`src/rtl/dmem_dump_arbiter.sv`:
```
// Data-memory port arbiter: the pipeline owns the port in IDLE; while halted, a dump walks every word out
// over a valid/ready stream. Optional address checking is enabled by defining DMEM_ADDR_CHECK_EN.
module dmem_dump_arbiter #(
  parameter int unsigned INST_SZ    = 32,
  parameter int unsigned MEM_ADDR_W = 5
) (
  input  logic                  i_clk,
  input  logic                  i_reset,
  input  logic                  i_halt,
  input  logic                  i_pipe_mem_read,
  input  logic                  i_pipe_mem_write,
  input  logic [INST_SZ-1:0]    i_pipe_addr,
  input  logic [INST_SZ-1:0]    i_pipe_wdata,
  input  logic                  i_dump_start,
  input  logic                  i_dump_ready,
  input  logic [INST_SZ-1:0]    i_mem_rdata,
  output logic                  o_mem_read,
  output logic                  o_mem_write,
  output logic [MEM_ADDR_W-1:0] o_mem_addr,
  output logic [INST_SZ-1:0]    o_mem_wdata,
  output logic [INST_SZ-1:0]    o_pipe_rdata,
  output logic [INST_SZ-1:0]    o_dump_data,
  output logic [MEM_ADDR_W-1:0] o_dump_addr,
  output logic                  o_dump_valid,
  output logic                  o_dump_done,
  output logic                  o_busy,
`ifdef DMEM_ADDR_CHECK_EN
  output logic                  o_addr_err,
`endif
  output logic                  o_pipe_stall
);

  typedef enum logic [2:0] {S_IDLE, S_ISSUE, S_CAPTURE, S_SEND, S_DONE} state_e;

  state_e                state_q, state_d;
  logic [MEM_ADDR_W-1:0] cnt_q, cnt_d;
  logic [INST_SZ-1:0]    dump_data_q;
  logic [MEM_ADDR_W-1:0] dump_addr_q;
  logic                  addr_bad_c;

`ifdef DMEM_ADDR_CHECK_EN
  logic addr_err_q;

  // Misaligned or out-of-range pipeline access while the pipeline owns the port
  assign addr_bad_c = (state_q == S_IDLE) && (i_pipe_mem_read || i_pipe_mem_write) &&
                      ((i_pipe_addr[1:0] != 2'b00) ||
                       ((i_pipe_addr >> (MEM_ADDR_W + 2)) != '0));

  always_ff @(posedge i_clk or negedge i_reset) begin
    if (!i_reset)        addr_err_q <= 1'b0;
    else if (addr_bad_c) addr_err_q <= 1'b1;
  end

  assign o_addr_err = addr_err_q;
`else
  logic unused_addr_bits;

  assign addr_bad_c       = 1'b0;
  assign unused_addr_bits = ^{i_pipe_addr[INST_SZ-1:MEM_ADDR_W+2], i_pipe_addr[1:0]};
`endif

  // State, word counter and captured dump beat
  always_ff @(posedge i_clk or negedge i_reset) begin
    if (!i_reset) begin
      state_q     <= S_IDLE;
      cnt_q       <= '0;
      dump_data_q <= '0;
      dump_addr_q <= '0;
    end else begin
      state_q <= state_d;
      cnt_q   <= cnt_d;
      if (state_q == S_CAPTURE) begin
        dump_data_q <= i_mem_rdata;
        dump_addr_q <= cnt_q;
      end
    end
  end

  // Next state and memory-port mux
  always_comb begin
    state_d     = state_q;
    cnt_d       = cnt_q;
    o_mem_read  = 1'b0;
    o_mem_write = 1'b0;
    o_mem_addr  = cnt_q;
    o_mem_wdata = i_pipe_wdata;
    case (state_q)
      S_IDLE: begin
        o_mem_read  = i_pipe_mem_read;
        o_mem_write = i_pipe_mem_write && !addr_bad_c;
        o_mem_addr  = i_pipe_addr[MEM_ADDR_W+1:2];
        if (i_dump_start && i_halt) begin
          state_d = S_ISSUE;
          cnt_d   = '0;
        end
      end
      S_ISSUE: begin
        o_mem_read = 1'b1;
        state_d    = S_CAPTURE;
      end
      S_CAPTURE: state_d = S_SEND;
      S_SEND: begin
        if (i_dump_ready) begin
          if (&cnt_q) begin
            state_d = S_DONE;
          end else begin
            cnt_d   = cnt_q + 1'b1;
            state_d = S_ISSUE;
          end
        end
      end
      S_DONE:  state_d = S_IDLE;
      default: state_d = S_IDLE;
    endcase
    // Losing the halt abandons the dump without a completion pulse
    if ((state_q != S_IDLE) && !i_halt) state_d = S_IDLE;
  end

  assign o_pipe_rdata = i_mem_rdata;
  assign o_dump_data  = dump_data_q;
  assign o_dump_addr  = dump_addr_q;
  assign o_dump_valid = (state_q == S_SEND);
  assign o_dump_done  = (state_q == S_DONE);
  assign o_busy       = (state_q != S_IDLE);
  assign o_pipe_stall = (state_q != S_IDLE);

endmodule

```
`config.mk`:
```
export PLATFORM = sky130hd
export DESIGN_NAME = dmem_dump_arbiter
export DESIGN_NICKNAME = d
export VERILOG_FILES = /design/src/rtl/dmem_dump_arbiter.sv
export SDC_FILE = /design/constraint.sdc
export NUM_CORES = 1
export LEC_CHECK = 0
export BUFFER_PORTS_ARGS = -buffer_cell sky130_fd_sc_hd__buf_2
export CORE_MARGIN = 2
export CORE_UTILIZATION = 40
export CTS_CLUSTER_SIZE = 10
export DETAILED_ROUTE_END_ITERATION = 6
export PLACE_DENSITY = 0.83
export SETUP_SLACK_MARGIN = 0.1
export SLEW_MARGIN = 20
export SYNTH_ARGS = -nofsm -noshare
export SYNTH_HDL_FRONTEND = slang
export SYNTH_SLANG_ARGS = --single-unit
```
`constraint.sdc`:
```
create_clock -name i_clk -period 3.8 [get_ports i_clk]
set_input_delay 1.14 -clock i_clk [delete_from_list [all_inputs] [get_ports i_clk]]
set_output_delay 1.14 -clock i_clk [all_outputs]
set_load 0.02 [all_outputs]
```
==> summary by stage <==
Outcome
The run finished with clean final reports.

Setup path
The endpoint type of the worst setup path is an output pin. At the worst endpoint, the required time is roughly 2700 ps. The cell family contributing the most delay on the critical path is flip-flops. In this run the number of cells on the critical path is 3. The largest single stage delay on the critical path is between 500 and 600 ps. Data on the critical path arrives at its endpoint at ~1800 ps. Following the worst setup path forward leads to its endpoint at o_mem_addr[0]. The critical path is of the reg2out type. The signal on the critical path passes through nor3_4 > mux2_2 > buf_2. The slowest stage of the critical path belongs to the cell dfrtp_1. The worst register-to-register path begins at state_q[1].

The count of cells along the worst register-to-register path is 3. The critical-path maximum fanout is 9. The number of buffers and inverters on the critical path is 1. For flop-to-flop paths, the worst setup slack is between 1500 and 2000 ps.

The worst register-to-register path ends at o_dump_data[10]. The startpoint type of the worst setup path is a flop. In this run the worst setup path begins at state_q[1].

Place
The congestion estimate from routability-driven global placement came to between 0.6 and 0.7. The count of port buffers added during placement is approximately 120. The HPWL reported at the end of detailed placement is ~3500 um. Before CTS, the worst setup slack after placement is between 1000 and 1500 ps.

STA
The setup-violating endpoint count in the final report is 0. The worst path needs around 2900 ps of the cycle, external delays included. The achievable frequency is approximately 0.34 GHz. The final critical path takes up around three quarters of the cycle. The total count of max-transition violations in the final report came to 0. The measured slew at the worst slew-check pin is roughly 660 ps. The tightest slew margin relative to the limit is between 50% and 60%. Setup repair after global routing left no endpoint under its margin. The post-route clock skew is around 11 ps. The final critical-path setup slack is ~900 ps. The final-report hold violation count came to 0.

Setup total negative slack on the finished layout was measured at 0 ps.

Logic synthesis
The number of flops mapped to enable cells by yosys is 0. The net count of the mapped netlist is 304. The number of synthesized register bits is between 40 and 50. Counting every instance in the synthesized netlist gives 199. Dividing the synthesized area by the synthesized cell count gives ~13 um2. Yosys attributes the largest share of cell area to dfrtp_1 (43%), buf_4 (19%), mux2_4 (17%).

In this run the biggest area consumer among cell types represents a little over two fifths of the synthesized area. dfrtp_1 takes more of the synthesized area than any other cell. The count of cell types in the netlist is 29.

The total of warnings raised by yosys is 0. Counting flops with an async set or reset pin after synthesis yields a share of 100%. In this run the cell area of the synthesized design comes to 2600 um2. In the synthesized netlist the dominant register cell turns out to be dfrtp_1. After synthesis, flip-flops and latches occupy a little over two fifths of the total area.

Floorplanning
The die covers 7170 um2. The initial utilization of the core area, before any placement, comes to between 40% and 50%. After floorplanning, the core was divided into 29 placement rows. The number of placed I/O pins is 215.

Measured along the x axis, the die boundary spans about 85 um. The area inside the core boundary is 6310 um2. The die span in y is between 80 and 90 um.

Global route
For this run the aggregate overflow at the end of global routing stands at 0. Global routing consumed, over all layers together, around an eighth of the routing resources. The pin count of the biggest net entering global routing is between 40 and 50. The number of antenna violations at the first check in global routing is 0. The via count of the first global-routing pass is 1546.

The global-route wire length before repair is 7510 um.

Cells and area
In the final design database the tool counted around 360 nets. The post-synthesis to final-layout area growth is 8.65%. The commonest non-fill, non-tap cell in the layout is buf_2.

The number of inserted diodes is 0. The share of cells above drive strength 1 is ~70%. Leaving out fill and tap cells, the most frequent cells in the layout are buf_2 (122), dfrtp_1 (45), mux2_4 (30).

Clock tree
The number of instances resized during post-cts repair is 0. The clock-pin slew of the registers on the worst-case setup and hold paths is 80 ps. The number of buffers inserted by hold repair at cts is 0. The clock net in this run drives a total of 45 sinks. The depth of the CTS H-tree is 2.

The clock reaches the later pin of the worst-skew pair after about 290 ps. Once the clock tree was built, the setup fixing pass inserted 0 buffers. CTS placed an instance of clkbuf_8 at the clock tree root. The TritonCTS clock tree is done.

Counting along the longest clock path gives a buffer depth of 2. The TritonCTS buffer count is 5.

Routing
Dividing the detail-routed via count by the number of cells gives 4.61. The total via count in the routed design is 1546. The number of design rule violations left after detail routing is 0. The routed wirelength normalized by instance count is around 14 um.

Once detail routing completed, the nets flagged for antenna violations numbered 0. The length of the first detailed-routing pass in iterations is 3. The first-iteration detailed-routing DRC count is 12. After detailed routing, the total wire length is around 4700 um.

Pwr
The proportion of power drawn by combinational gates is between 50 and 60%. Of the total power, the share spent switching nets is between 30% and 40%. Of the total power, the clock network draws about an eighth. The power density over the cells is roughly 800 nW/um2. The cell-internal power is 1380 uW. The power share of the sequential group is 36.3%.

The static leakage is roughly 0.0015 uW. The peak supply drop is between 0.0004 and 0.0005 V. The net switching power is just under 900 uW.

Flow run
The tool flagged a number of max-cap violations equal to 0.

Worst hold path
The worst hold path belongs to the class reg2reg.
state kept, by name (all words and copies together) (netlist names):
signal	flops
cnt_q	5
o_dump_addr	5
o_dump_data	32
state_q	3
cell usage after synthesis, types with 3 or more instances:
cell type  instances
buf_12             3
buf_4             66
buf_6              3
dfrtp_1           45
mux2_2            13
mux2_4            30
nand2_1            3
nor2_1             6
o21ai_1            4
how the worst min path moves through the flow:
stage | startpoint | end | slack, ps | cells after the start
floorplan | cnt_q[3] | cnt_q[3] | 470 | 1
global placement | o_dump_data[10] | o_dump_data[10] | 490 | 1
detailed placement | o_dump_data[19] | o_dump_data[19] | 490 | 1
CTS | o_dump_data[28] | o_dump_data[28] | 510 | 1
global route | o_dump_data[6] | o_dump_data[6] | 520 | 1
finish | o_dump_addr[2] | o_dump_addr[2] | 510 | 1
per-stage QoR:
stage | util [%] | power, uW | cells | area, um2 | hold slack (ps)
after global routing | 44.8 | 2400 | 335 | 2830 | 521
after CTS | 44.7 | 2290 | 335 | 2830 | 512
after global placement | 43.4 | 1950 | 328 | 2740 | 486
final | 44.8 | 2260 | 335 | 2830 | 508
after detailed placement | 43.4 | 1990 | 328 | 2740 | 487
after floorplan | - | 1770 | 199 | 2600 | 471
layer usage:
layer / up-vias / part of all wire (%) / track usage [%] / wire length (um)
li1: 722 / - / - / -
met2: 95 / 49 / 21.5 / 2290
met5: - / 0 / 0 / 0
met3: 16 / 9.6 / 4.52 / 449
met4: 0 / 2.2 / 5.34 / 104
met1: 713 / 39 / 15.8 / 1850
cell families after synthesis:
family                   after synthesis  share of synthesized area [%]
buffers and inverters                 75                           23.1
adder cells (fa/ha/maj)                2                          0.961
AO/OA/AOI/OAI                         11                           3.03
flip-flops                            45                           43.3
AND/OR/NAND/NOR                       23                           6.73
multiplexers                          43                           22.9
power groups by stage:
stage	sequential, uW	combinational, uW	clock, uW
4_1_cts	822	1160	309
6_report	820	1150	292
3_5_place_dp	828	1160	0
3_3_place_gp	813	1140	0
5_1_grt	850	1220	329
2_1_floorplan	1020	750	0
layout make-up:
type | instances | area [um2]
Sequential cell | 45 | 1130
Timing Repair Buffer | 124 | 626
Clock buffer | 7 | 86.3
Fill cell | 572 | 3490
Multi-Input combinational cell | 79 | 882
Inverter | 3 | 11.3
Tap cell | 77 | 96.3
Note: power is estimated with default switching activity, not from simulation.
